<file path="config.mk">
export PLATFORM = sky130hd
export DESIGN_NAME = mem_arbiter_flat
export DESIGN_NICKNAME = d
export VERILOG_FILES = /design/src/rtl/mem_arbiter_if.sv /design/src/rtl/mem_arbiter.sv /design/src/flat_wrapper.sv
export SDC_FILE = /design/constraint.sdc
export NUM_CORES = 1
export LEC_CHECK = 0
export CAP_MARGIN = 20
export CORE_ASPECT_RATIO = 1.25
export CORE_MARGIN = 5
export CORE_UTILIZATION = 38
export DETAILED_ROUTE_END_ITERATION = 6
export PLACE_DENSITY = 0.81
export SLEW_MARGIN = 20
export SYNTH_ARGS = -nofsm -noshare
export SYNTH_HDL_FRONTEND = slang
export SYNTH_SLANG_ARGS = --single-unit
</file>
<file path="constraint.sdc">
create_clock -name clk -period 2.2 [get_ports clk]
set_clock_uncertainty 0.1 [all_clocks]
set_input_delay 0.55 -clock clk [delete_from_list [all_inputs] [get_ports clk]]
set_output_delay 0.55 -clock clk [all_outputs]
set_load 0.02 [all_outputs]
</file>
<file path="src/rtl/mem_arbiter_if.sv">
// Bundle of requester-side and memory-side signals for mem_arbiter.
// The arbiter uses the slave view; the bench (requesters plus memory model) uses master.
interface mem_arbiter_if #(
  parameter int AW = 32,
  parameter int DW = 32
);
  logic          req0;
  logic          we0;
  logic [AW-1:0] addr0;
  logic [DW-1:0] wdata0;
  logic          req1;
  logic          we1;
  logic [AW-1:0] addr1;
  logic [DW-1:0] wdata1;
  logic          gnt0;
  logic          gnt1;
  logic          done0;
  logic          done1;
  logic          err;
  logic [DW-1:0] rdata;
  logic          mem_en;
  logic          mem_we;
  logic [AW-1:0] mem_addr;
  logic [DW-1:0] mem_wdata;
  logic [DW-1:0] mem_rdata;
  logic          mem_ready;

  modport slave (
    input  req0, we0, addr0, wdata0,
    input  req1, we1, addr1, wdata1,
    input  mem_rdata, mem_ready,
    output gnt0, gnt1, done0, done1, err, rdata,
    output mem_en, mem_we, mem_addr, mem_wdata
  );

  modport master (
    output req0, we0, addr0, wdata0,
    output req1, we1, addr1, wdata1,
    output mem_rdata, mem_ready,
    input  gnt0, gnt1, done0, done1, err, rdata,
    input  mem_en, mem_we, mem_addr, mem_wdata
  );
endinterface

</file>
<file path="src/rtl/mem_arbiter.sv">
// Round-robin arbiter and access sequencer for the shared instruction/data memory.
// Requester 0 is the CPU, requester 1 the DMA; all outputs are registered.
module mem_arbiter #(
  parameter int AW      = 32,
  parameter int DW      = 32,
  parameter int TIMEOUT = 15
) (
  input  logic         clk,
  input  logic         reset,
  mem_arbiter_if.slave bus
);
  localparam logic [1:0] S_IDLE   = 2'd0;
  localparam logic [1:0] S_ACCESS = 2'd1;
  localparam logic [1:0] S_RESP   = 2'd2;

  localparam int             CW       = (TIMEOUT > 1) ? $clog2(TIMEOUT) : 1;
  localparam logic [CW-1:0]  CNT_LAST = CW'(TIMEOUT - 1);
  localparam logic [CW-1:0]  CNT_ONE  = CW'(1);

  logic [1:0]    state_q, state_d;
  logic          owner_q, owner_d;
  logic          last_owner_q, last_owner_d;
  logic [CW-1:0] cnt_q, cnt_d;
  logic          gnt0_q, gnt0_d;
  logic          gnt1_q, gnt1_d;
  logic          done0_q, done0_d;
  logic          done1_q, done1_d;
  logic          err_q, err_d;
  logic [DW-1:0] rdata_q, rdata_d;
  logic          mem_en_q, mem_en_d;
  logic          mem_we_q, mem_we_d;
  logic [AW-1:0] mem_addr_q, mem_addr_d;
  logic [DW-1:0] mem_wdata_q, mem_wdata_d;
  logic          pick1_s;

  // On a tie the requester that did not own the previous access wins.
  assign pick1_s = bus.req1 & (~bus.req0 | ~last_owner_q);

  // Next-state and next-output logic for the IDLE/ACCESS/RESP sequencer.
  always_comb begin
    state_d      = state_q;
    owner_d      = owner_q;
    last_owner_d = last_owner_q;
    cnt_d        = cnt_q;
    gnt0_d       = gnt0_q;
    gnt1_d       = gnt1_q;
    done0_d      = 1'b0;
    done1_d      = 1'b0;
    err_d        = 1'b0;
    rdata_d      = rdata_q;
    mem_en_d     = mem_en_q;
    mem_we_d     = mem_we_q;
    mem_addr_d   = mem_addr_q;
    mem_wdata_d  = mem_wdata_q;
    case (state_q)
      S_IDLE: begin
        if (bus.req0 || bus.req1) begin
          state_d     = S_ACCESS;
          owner_d     = pick1_s;
          gnt0_d      = ~pick1_s;
          gnt1_d      = pick1_s;
          mem_en_d    = 1'b1;
          mem_we_d    = pick1_s ? bus.we1    : bus.we0;
          mem_addr_d  = pick1_s ? bus.addr1  : bus.addr0;
          mem_wdata_d = pick1_s ? bus.wdata1 : bus.wdata0;
          cnt_d       = {CW{1'b0}};
        end else begin
          gnt0_d   = 1'b0;
          gnt1_d   = 1'b0;
          mem_en_d = 1'b0;
          mem_we_d = 1'b0;
        end
      end
      S_ACCESS: begin
        if (bus.mem_ready) begin
          state_d  = S_RESP;
          mem_en_d = 1'b0;
          mem_we_d = 1'b0;
          done0_d  = ~owner_q;
          done1_d  = owner_q;
          err_d    = 1'b0;
          if (!mem_we_q) begin
            rdata_d = bus.mem_rdata;
          end else begin
            rdata_d = rdata_q;
          end
        end else if (cnt_q == CNT_LAST) begin
          state_d  = S_RESP;
          mem_en_d = 1'b0;
          mem_we_d = 1'b0;
          done0_d  = ~owner_q;
          done1_d  = owner_q;
          err_d    = 1'b1;
        end else begin
          cnt_d = cnt_q + CNT_ONE;
        end
      end
      S_RESP: begin
        state_d      = S_IDLE;
        last_owner_d = owner_q;
        gnt0_d       = 1'b0;
        gnt1_d       = 1'b0;
        mem_en_d     = 1'b0;
        mem_we_d     = 1'b0;
      end
      default: begin
        state_d  = S_IDLE;
        gnt0_d   = 1'b0;
        gnt1_d   = 1'b0;
        mem_en_d = 1'b0;
        mem_we_d = 1'b0;
      end
    endcase
  end

  // State and output registers with synchronous reset.
  always_ff @(posedge clk) begin
    if (reset) begin
      state_q      <= S_IDLE;
      owner_q      <= 1'b0;
      last_owner_q <= 1'b1;
      cnt_q        <= {CW{1'b0}};
      gnt0_q       <= 1'b0;
      gnt1_q       <= 1'b0;
      done0_q      <= 1'b0;
      done1_q      <= 1'b0;
      err_q        <= 1'b0;
      rdata_q      <= {DW{1'b0}};
      mem_en_q     <= 1'b0;
      mem_we_q     <= 1'b0;
      mem_addr_q   <= {AW{1'b0}};
      mem_wdata_q  <= {DW{1'b0}};
    end else begin
      state_q      <= state_d;
      owner_q      <= owner_d;
      last_owner_q <= last_owner_d;
      cnt_q        <= cnt_d;
      gnt0_q       <= gnt0_d;
      gnt1_q       <= gnt1_d;
      done0_q      <= done0_d;
      done1_q      <= done1_d;
      err_q        <= err_d;
      rdata_q      <= rdata_d;
      mem_en_q     <= mem_en_d;
      mem_we_q     <= mem_we_d;
      mem_addr_q   <= mem_addr_d;
      mem_wdata_q  <= mem_wdata_d;
    end
  end

  assign bus.gnt0      = gnt0_q;
  assign bus.gnt1      = gnt1_q;
  assign bus.done0     = done0_q;
  assign bus.done1     = done1_q;
  assign bus.err       = err_q;
  assign bus.rdata     = rdata_q;
  assign bus.mem_en    = mem_en_q;
  assign bus.mem_we    = mem_we_q;
  assign bus.mem_addr  = mem_addr_q;
  assign bus.mem_wdata = mem_wdata_q;
endmodule

</file>
<file path="src/flat_wrapper.sv">
// flat-port wrapper written by rule: the top's interface ports become plain ports
module mem_arbiter_flat 
#(
  parameter int AW      = 32,
  parameter int DW      = 32,
  parameter int TIMEOUT = 15
)
  (clk, reset, bus_req0, bus_we0, bus_addr0, bus_wdata0, bus_req1, bus_we1, bus_addr1, bus_wdata1, bus_mem_rdata, bus_mem_ready, bus_gnt0, bus_gnt1, bus_done0, bus_done1, bus_err, bus_rdata, bus_mem_en, bus_mem_we, bus_mem_addr, bus_mem_wdata);
  mem_arbiter_if #(.AW(AW), .DW(DW)) bus_i ();
  input  logic clk;
  input  logic reset;
  input wire logic [$bits(bus_i.req0)-1:0] bus_req0;
  input wire logic [$bits(bus_i.we0)-1:0] bus_we0;
  input wire logic [$bits(bus_i.addr0)-1:0] bus_addr0;
  input wire logic [$bits(bus_i.wdata0)-1:0] bus_wdata0;
  input wire logic [$bits(bus_i.req1)-1:0] bus_req1;
  input wire logic [$bits(bus_i.we1)-1:0] bus_we1;
  input wire logic [$bits(bus_i.addr1)-1:0] bus_addr1;
  input wire logic [$bits(bus_i.wdata1)-1:0] bus_wdata1;
  input wire logic [$bits(bus_i.mem_rdata)-1:0] bus_mem_rdata;
  input wire logic [$bits(bus_i.mem_ready)-1:0] bus_mem_ready;
  output wire logic [$bits(bus_i.gnt0)-1:0] bus_gnt0;
  output wire logic [$bits(bus_i.gnt1)-1:0] bus_gnt1;
  output wire logic [$bits(bus_i.done0)-1:0] bus_done0;
  output wire logic [$bits(bus_i.done1)-1:0] bus_done1;
  output wire logic [$bits(bus_i.err)-1:0] bus_err;
  output wire logic [$bits(bus_i.rdata)-1:0] bus_rdata;
  output wire logic [$bits(bus_i.mem_en)-1:0] bus_mem_en;
  output wire logic [$bits(bus_i.mem_we)-1:0] bus_mem_we;
  output wire logic [$bits(bus_i.mem_addr)-1:0] bus_mem_addr;
  output wire logic [$bits(bus_i.mem_wdata)-1:0] bus_mem_wdata;
  assign bus_i.req0 = bus_req0;
  assign bus_i.we0 = bus_we0;
  assign bus_i.addr0 = bus_addr0;
  assign bus_i.wdata0 = bus_wdata0;
  assign bus_i.req1 = bus_req1;
  assign bus_i.we1 = bus_we1;
  assign bus_i.addr1 = bus_addr1;
  assign bus_i.wdata1 = bus_wdata1;
  assign bus_i.mem_rdata = bus_mem_rdata;
  assign bus_i.mem_ready = bus_mem_ready;
  assign bus_gnt0 = bus_i.gnt0;
  assign bus_gnt1 = bus_i.gnt1;
  assign bus_done0 = bus_i.done0;
  assign bus_done1 = bus_i.done1;
  assign bus_err = bus_i.err;
  assign bus_rdata = bus_i.rdata;
  assign bus_mem_en = bus_i.mem_en;
  assign bus_mem_we = bus_i.mem_we;
  assign bus_mem_addr = bus_i.mem_addr;
  assign bus_mem_wdata = bus_i.mem_wdata;
  mem_arbiter #(.AW(AW), .DW(DW), .TIMEOUT(TIMEOUT)) u_core (.clk(clk), .reset(reset), .bus(bus_i));
endmodule
</file>
==> impl_metrics.csv, run 1 <==
group,metric,value,unit
run_status,status,"completed",
power,seqPwrFrac,42.6,%
clock_tree,clk_pin_slew,70,ps
sta,final_hold_viol_count,0,
grt,overflow,0,
detailed_routing,wl_per_cell,15.65,µm
synth,ys_ff_latch,111,
setup_path,worstReg2RegStart,"u_core.cnt_q[0]$_SDFFE_PP0P_",
setup_path,critPathLaunch,"u_core.bus.mem_we$_SDFFE_PP0P_",
synth,synthFlopType,"dfxtp_1",
power,ir_drop,0.4728,mV
synth,avgSynthCellArea,9.270,µm²
placement,io_buffers,269,
setup_path,endpoint_kind,"output port",
detailed_routing,drtIter0Drc,131,
sta,fin_crit,2017,ps
setup_path,slowest_stage,"clkdlybuf4s50_1",
setup_path,critPathTopFamily,"buffers and inverters",
synth,synthesis.nets,658,
setup_path,worst-path-buf-inv,1,
hold_path,hold_path.class,"reg2reg",
power,swShare,28.02,%
synth,yosysUniqueCellTypes,38,
detailed_routing,num_vias,4507,
grt,grt_pass1_vias,4597,
clock_tree,post_cts_resized,0,
clock_tree,cts_hold_buffers,0,
detailed_routing,vias_per_cell,4.904,
synth,async_flop_share,0,%
power,p_sw,1.501,mW
setup_path,crit_fanout,4,
synth,synthCells,489,
grt,grt_max_degree,53,
flow_run,cap_violations,0,
clock_tree,clock_sinks,111,
detailed_routing,drc,0,
finish,num_antenna_cells,0,
setup_path,critPathLaunchType,"flip-flop",
power,clkPwrFrac,30.3,%
die,coreArea,11670,µm²
die,fp.dieH,132.1,µm
finish,nFillCells,951,
grt,antenna_found_initial,0,
setup_path,slowest_delay,650,ps
die,io_pins,270,
grt,track_usage,19.25,%
die,core.rowCount,44,
power,p_int,3.856,mW
clock_tree,cts-buffers-inserted,9,
clock_tree,clock-root-buffer,"clkbuf_16",
sta,setup_viol,0,
die,dieArea,14230,µm²
grt,grt_first_pass_wirelength,22260,µm
synth,synth-warning-count,0,
clock_tree,cts_setup_buffers,0,
clock_tree,htreeDepth,3,
sta,tightest_slew,456.0,ps
finish,nets,922,
finish,drive_gt1_share,6.069,%
setup_path,crit_path_cell_trace,"clkdlybuf4s50_1",
sta,setup_tns,0,ps
die,fp.dieW,107.7,µm
synth,synth_seq_area_share,49.02,%
hold_path,hp-start,"u_core.bus.rdata[0]$_SDFFE_PP0P_",
power,power_frac_comb,27.1,%
placement,placed_cell_area,7515,µm²
sta,clock.fmax,495.8,MHz
setup_path,crit_type,"reg2out",
power,power.density,685.7,nW/µm²
power,leakagePower,2.888,nW
sta,rsz0062_at_grt,"no",
setup_path,critPathRequiredTime,1550,ps
synth,synth_edf_count,0,
sta,period_share,91.68,%
detailed_routing,first_pass_iters,4,
setup_path,cp.arrival,1370,ps
clock_tree,cts_tree,"built",
die,start_util,38.84,%
sta,relSlewSlack,69.60,%
finish,area_growth_syn_to_layout,72.34,%
detailed_routing,ant_nets,0,
placement,hpwl,11310,µm
synth,syn_area,4533,µm²
clock_tree,clk_latency,340,ps
finish,final_area,7812,µm²
finish,fin_util,66.94,%
placement,gp_congestion,0.7898,
detailed_routing,routed_wl,14380,µm
clock_tree,cts_buffer_depth,2,
sta,slew_violations,0,
-- cells by family (layout without fill, tap and decap cells) --
kind of cell             count (synthesis)  count (layout)  synth area share, %
AO/OA/AOI/OAI                          112             112                16.75
adder cells (fa/ha/maj)                  2               2               0.5519
buffers and inverters                   42             311                5.051
flip-flops                             111             111                49.02
multiplexers                            66              66                14.60
AND/OR/NAND/NOR                        156             156                14.02
-- stage by stage --
| step | setup slack (ps) | hold WS [ps] | power, mW | cells |
|---|---|---|---|---|
| after floorplan | 476.0 | 342.1 | 2.989 | 489 |
| after global placement | 76.69 | 342.0 | 3.759 | 903 |
| after detailed placement | 3.883 | 346.3 | 3.793 | 903 |
| after CTS | 171.0 | 356.0 | 5.419 | 919 |
| after global routing | 132.5 | 370.7 | 5.604 | 919 |
| final | 183.0 | 354.4 | 5.357 | 919 |
-- layer usage --
metal  up-vias  wire [µm]  global-route usage [%]
met4         0        336                   6.737
met3        24       1480                   7.153
met2       207       7163                   34.99
met1      2018       5398                   19.99
met5         -          0                       0
li1       2258          -                       -
-- area by class of cell --
cell class | count | area [µm²] | share of cell area (%)
well taps | 161 | 201.4 | 2.578
inverters | 2 | 7.507 | 0.09609
clock buffers | 9 | 225.2 | 2.883
clock inverters | 7 | 72.57 | 0.9289
repair buffers | 293 | 2983 | 38.18
multi-input cells | 336 | 2101 | 26.89
flip-flops and latches | 111 | 2222 | 28.44
-- sequential cells by signal, summed over array words and instances (netlist names) --
name                  count
u_core.bus.done0          1
u_core.bus.done1          1
u_core.bus.err            1
u_core.bus.gnt0           1
u_core.bus.gnt1           1
u_core.bus.mem_addr      32
u_core.bus.mem_en         1
u_core.bus.mem_wdata     32
u_core.bus.mem_we         1
u_core.bus.rdata         32
u_core.cnt_q              4
u_core.last_owner_q       1
u_core.owner_q            1
u_core.state_q            2
-- power groups by stage --
stage	clock network [mW]	logic, mW	registers (mW)
3_3_place_gp	0	1.44	2.32
4_1_cts	1.66	1.47	2.28
2_1_floorplan	0	0.463	2.53
3_5_place_dp	0	1.46	2.33
5_1_grt	1.74	1.56	2.31
6_report	1.62	1.45	2.28
-- cells in the final DEF (no fill, tap or decap), types with 2 or more instances in the layout --
master and count:
buf_12 9, nand2_1 67, inv_1 2, a211oi_1 65, clkdlybuf4s50_1 268, a31oi_1 2
mux2i_1 65, a21oi_1 35, dfxtp_1 111, clkbuf_16 9, nand3_1 4, nor4_1 2
nor2_1 71, ha_1 2, clkinv_2 2, buf_4 16, clkinvlp_4 2, nor3_1 2
-- synthesized netlist by cell type, drive strengths merged (2+ instances only) --
cell	n	share of area, %
mux2i	65	14
buf	24	3.5
nor3	2	0.22
a21oi	35	3.9
a211oi	65	11
nor3b	2	0.44
nor2	71	5.9
dfxtp	111	49
nor4	2	0.28
clkbuf	16	1.4
nand2	67	5.5
ha	2	0.55
inv	2	0.17
a31oi	3	0.55
nand3	4	0.44
-- final timing paths --
| path | to | cells after the start | slack, ps |
|---|---|---|---|
| worst min-delay path | u_core.bus.rdata[0]$_SDFFE_PP0P_ | 2 | 350 |
| worst min register to register | u_core.bus.rdata[0]$_SDFFE_PP0P_ | 2 | 350 |
| worst max register to register | u_core.cnt_q[3]$_SDFFE_PP0P_ | 6 | 410 |
| worst max-delay path | bus_mem_we | 1 | 180 |
Note: power is estimated with default switching activity, not from simulation.
==> inputs of run 2 (changes only) <==
CAP_MARGIN = not set   (was 20)
CORE_MARGIN = 2   (was 5)
PLACE_DENSITY = 0.91   (was 0.81)
==> run 2 against run 1 <==
Compared with the run above: utilization rose by 0.45 points; wire length rose by 3.5%; flip-flop and latch count did not move; clock power rose by 2%; critical path depth did not move; via count rose by 4.3%; sequential share of layout area fell by 0.055 points; design area rose by 0.19%; combinational power barely moved; cell count rose by 0.54%; first-iteration DRC count fell by 11%; count of clock-buffer cells in the layout rose by 1; critical path type unchanged.
==> impl_metrics.csv, run 2 (synthesized netlist as in run 1, its figures left out) <==
group,metric,value,unit
placement,gp_congestion,0.8650,
finish,layout_common_cells,"268 x clkdlybuf4s50_1, 111 x dfxtp_1, 71 x nor2_1, 67 x nand2_1",
setup_path,ff2ff_setup_slack,470,ps
sta,clock.fmax,489.1,MHz
grt,overflow,0,
clock_tree,clock_sinks,111,
finish,num_antenna_cells,0,
setup_path,slowest_stage,"clkdlybuf4s50_1",
grt,grt_max_degree,49,
setup_path,crit_type,"reg2out",
power,power.density,694.1,nW/µm²
die,core.rowCount,44,
detailed_routing,wl_per_cell,16.11,µm
die,dieArea,12820,µm²
grt,grt_first_pass_wirelength,23210,µm
power,p_total,5.433,mW
die,io_pins,270,
sta,tightest_slew,523.3,ps
detailed_routing,drc,0,
setup_path,worstRegToRegCells,6,
hold_path,hold_path_depth,2,
finish,fin_cells,924,
finish,final_area,7828,µm²
finish,area_growth_syn_to_layout,72.67,%
run_status,status,"completed",
setup_path,endpoint_kind,"output port",
clock_tree,cts_buffer_depth,2,
placement,io_buffers,269,
setup_path,critPathTopFamily,"buffers and inverters",
clock_tree,cts-buffers-inserted,9,
setup_path,slowest_delay,650,ps
grt,grt_pass1_vias,4732,
detailed_routing,first_pass_iters,4,
clock_tree,cts_setup_buffers,0,
sta,final_hold_viol_count,0,
setup_path,worstReg2RegEnd,"u_core.cnt_q[3]$_SDFFE_PP0P_",
power,ir_drop,0.5210,mV
placement,placed_cell_area,7521,µm²
detailed_routing,drtIter0Drc,116,
hold_path,min_to,"u_core.bus.rdata[17]$_SDFFE_PP0P_",
clock_tree,htreeDepth,3,
setup_path,crit_path_cell_trace,"clkdlybuf4s50_1",
sta,relSlewSlack,65.11,%
sta,rsz0062_at_grt,"no",
setup_path,worstReg2RegStart,"u_core.cnt_q[0]$_SDFFE_PP0P_",
flow_run,cap_violations,0,
clock_tree,post_cts_resized,0,
clock_tree,clk_latency,340,ps
setup_path,critPathLaunchType,"flip-flop",
detailed_routing,routed_wl,14890,µm
die,coreArea,11620,µm²
sta,period_share,92.93,%
hold_path,hp-start,"u_core.bus.rdata[17]$_SDFFE_PP0P_",
clock_tree,clk_pin_slew,70,ps
power,leakagePower,2.904,nW
finish,nFillCells,855,
die,start_util,39.02,%
sta,setup_tns,0,ps
grt,track_usage,22.79,%
placement,hpwl,11570,µm
clock_tree,cts_hold_buffers,0,
sta,slew_violations,0,
finish,drive_gt1_share,6.684,%
setup_path,critPathRequiredTime,1550,ps
die,fp.dieH,126.1,µm
detailed_routing,num_vias,4702,
clock_tree,cts_tree,"built",
die,fp.dieW,101.7,µm
setup_path,cp.arrival,1390,ps
grt,antenna_found_initial,0,
clock_tree,clock-root-buffer,"clkbuf_16",
detailed_routing,vias_per_cell,5.089,
detailed_routing,ant_nets,0,
finish,final_common_cell,"clkdlybuf4s50_1",
placement,dpl.cell_count,908,
sta,setup_viol,0,
sta,fin_crit,2044,ps
setup_path,worst-path-buf-inv,1,
hold_path,hold_path.class,"reg2reg",
setup_path,crit_fanout,4,
finish,nets,927,
run 2: cell count changes in the layout (fill, tap and decap cells not counted):
cell      previous run  this run
nor3b_2              1         0
buf_12               9         6
clkinv_2             2         1
buf_4               16        24
clkbuf_8             0         1
nor3b_4              0         1
run 2: worst max path at each step:
stage / slack, ps / end / cells after the start / from
4_1_cts: 140 / bus_mem_we / 1 / u_core.bus.mem_we$_SDFFE_PP0P_
6_report: 160 / bus_mem_we / 1 / u_core.bus.mem_we$_SDFFE_PP0P_
2_1_floorplan: 480 / u_core.cnt_q[3]$_SDFFE_PP0P_ / 6 / u_core.cnt_q[0]$_SDFFE_PP0P_
5_1_grt: 110 / bus_mem_we / 1 / u_core.bus.mem_we$_SDFFE_PP0P_
3_3_place_gp: -6 / u_core.bus.mem_wdata[9]$_SDFFE_PP0P_ / 6 / bus_req1
3_5_place_dp: -60 / u_core.bus.mem_addr[16]$_SDFFE_PP0P_ / 6 / bus_req0
run 2: per-stage QoR:
step	hold WS [ps]	worst slack, ps	util [%]
global placement	342.6	-6.136	64.75
CTS	357.0	136.1	67.38
finish	355.4	155.6	67.38
floorplan	342.1	476.0	-
global route	371.7	108.0	67.38
detailed placement	346.8	-58.77	64.75
run 2: where the power goes:
group          internal [mW]  switching [mW]
Combinational          0.787           0.690
Sequential              2.19           0.109
Clock                  0.919           0.743
run 2: final cells by class:
| class | count | area [µm²] | share of cell area (%) |
|---|---|---|---|
| inverter | 2 | 7.507 | 0.09591 |
| timing repair buffer | 298 | 2983 | 38.11 |
| clock buffer | 10 | 239.0 | 3.053 |
| clock inverter | 6 | 67.56 | 0.8632 |
| sequential | 111 | 2222 | 28.39 |
| multi-input combinational | 336 | 2107 | 26.92 |
| tap | 161 | 201.4 | 2.574 |
run 2: routing by layer:
metal  track usage (%)  vias up  part of all wire [%]
met5                 0        -                     0
met4             8.903        0                   3.1
met3             5.938       31                   8.5
met2             40.48      241                    51
met1             25.49     2169                    38
li1                  -     2261                     -
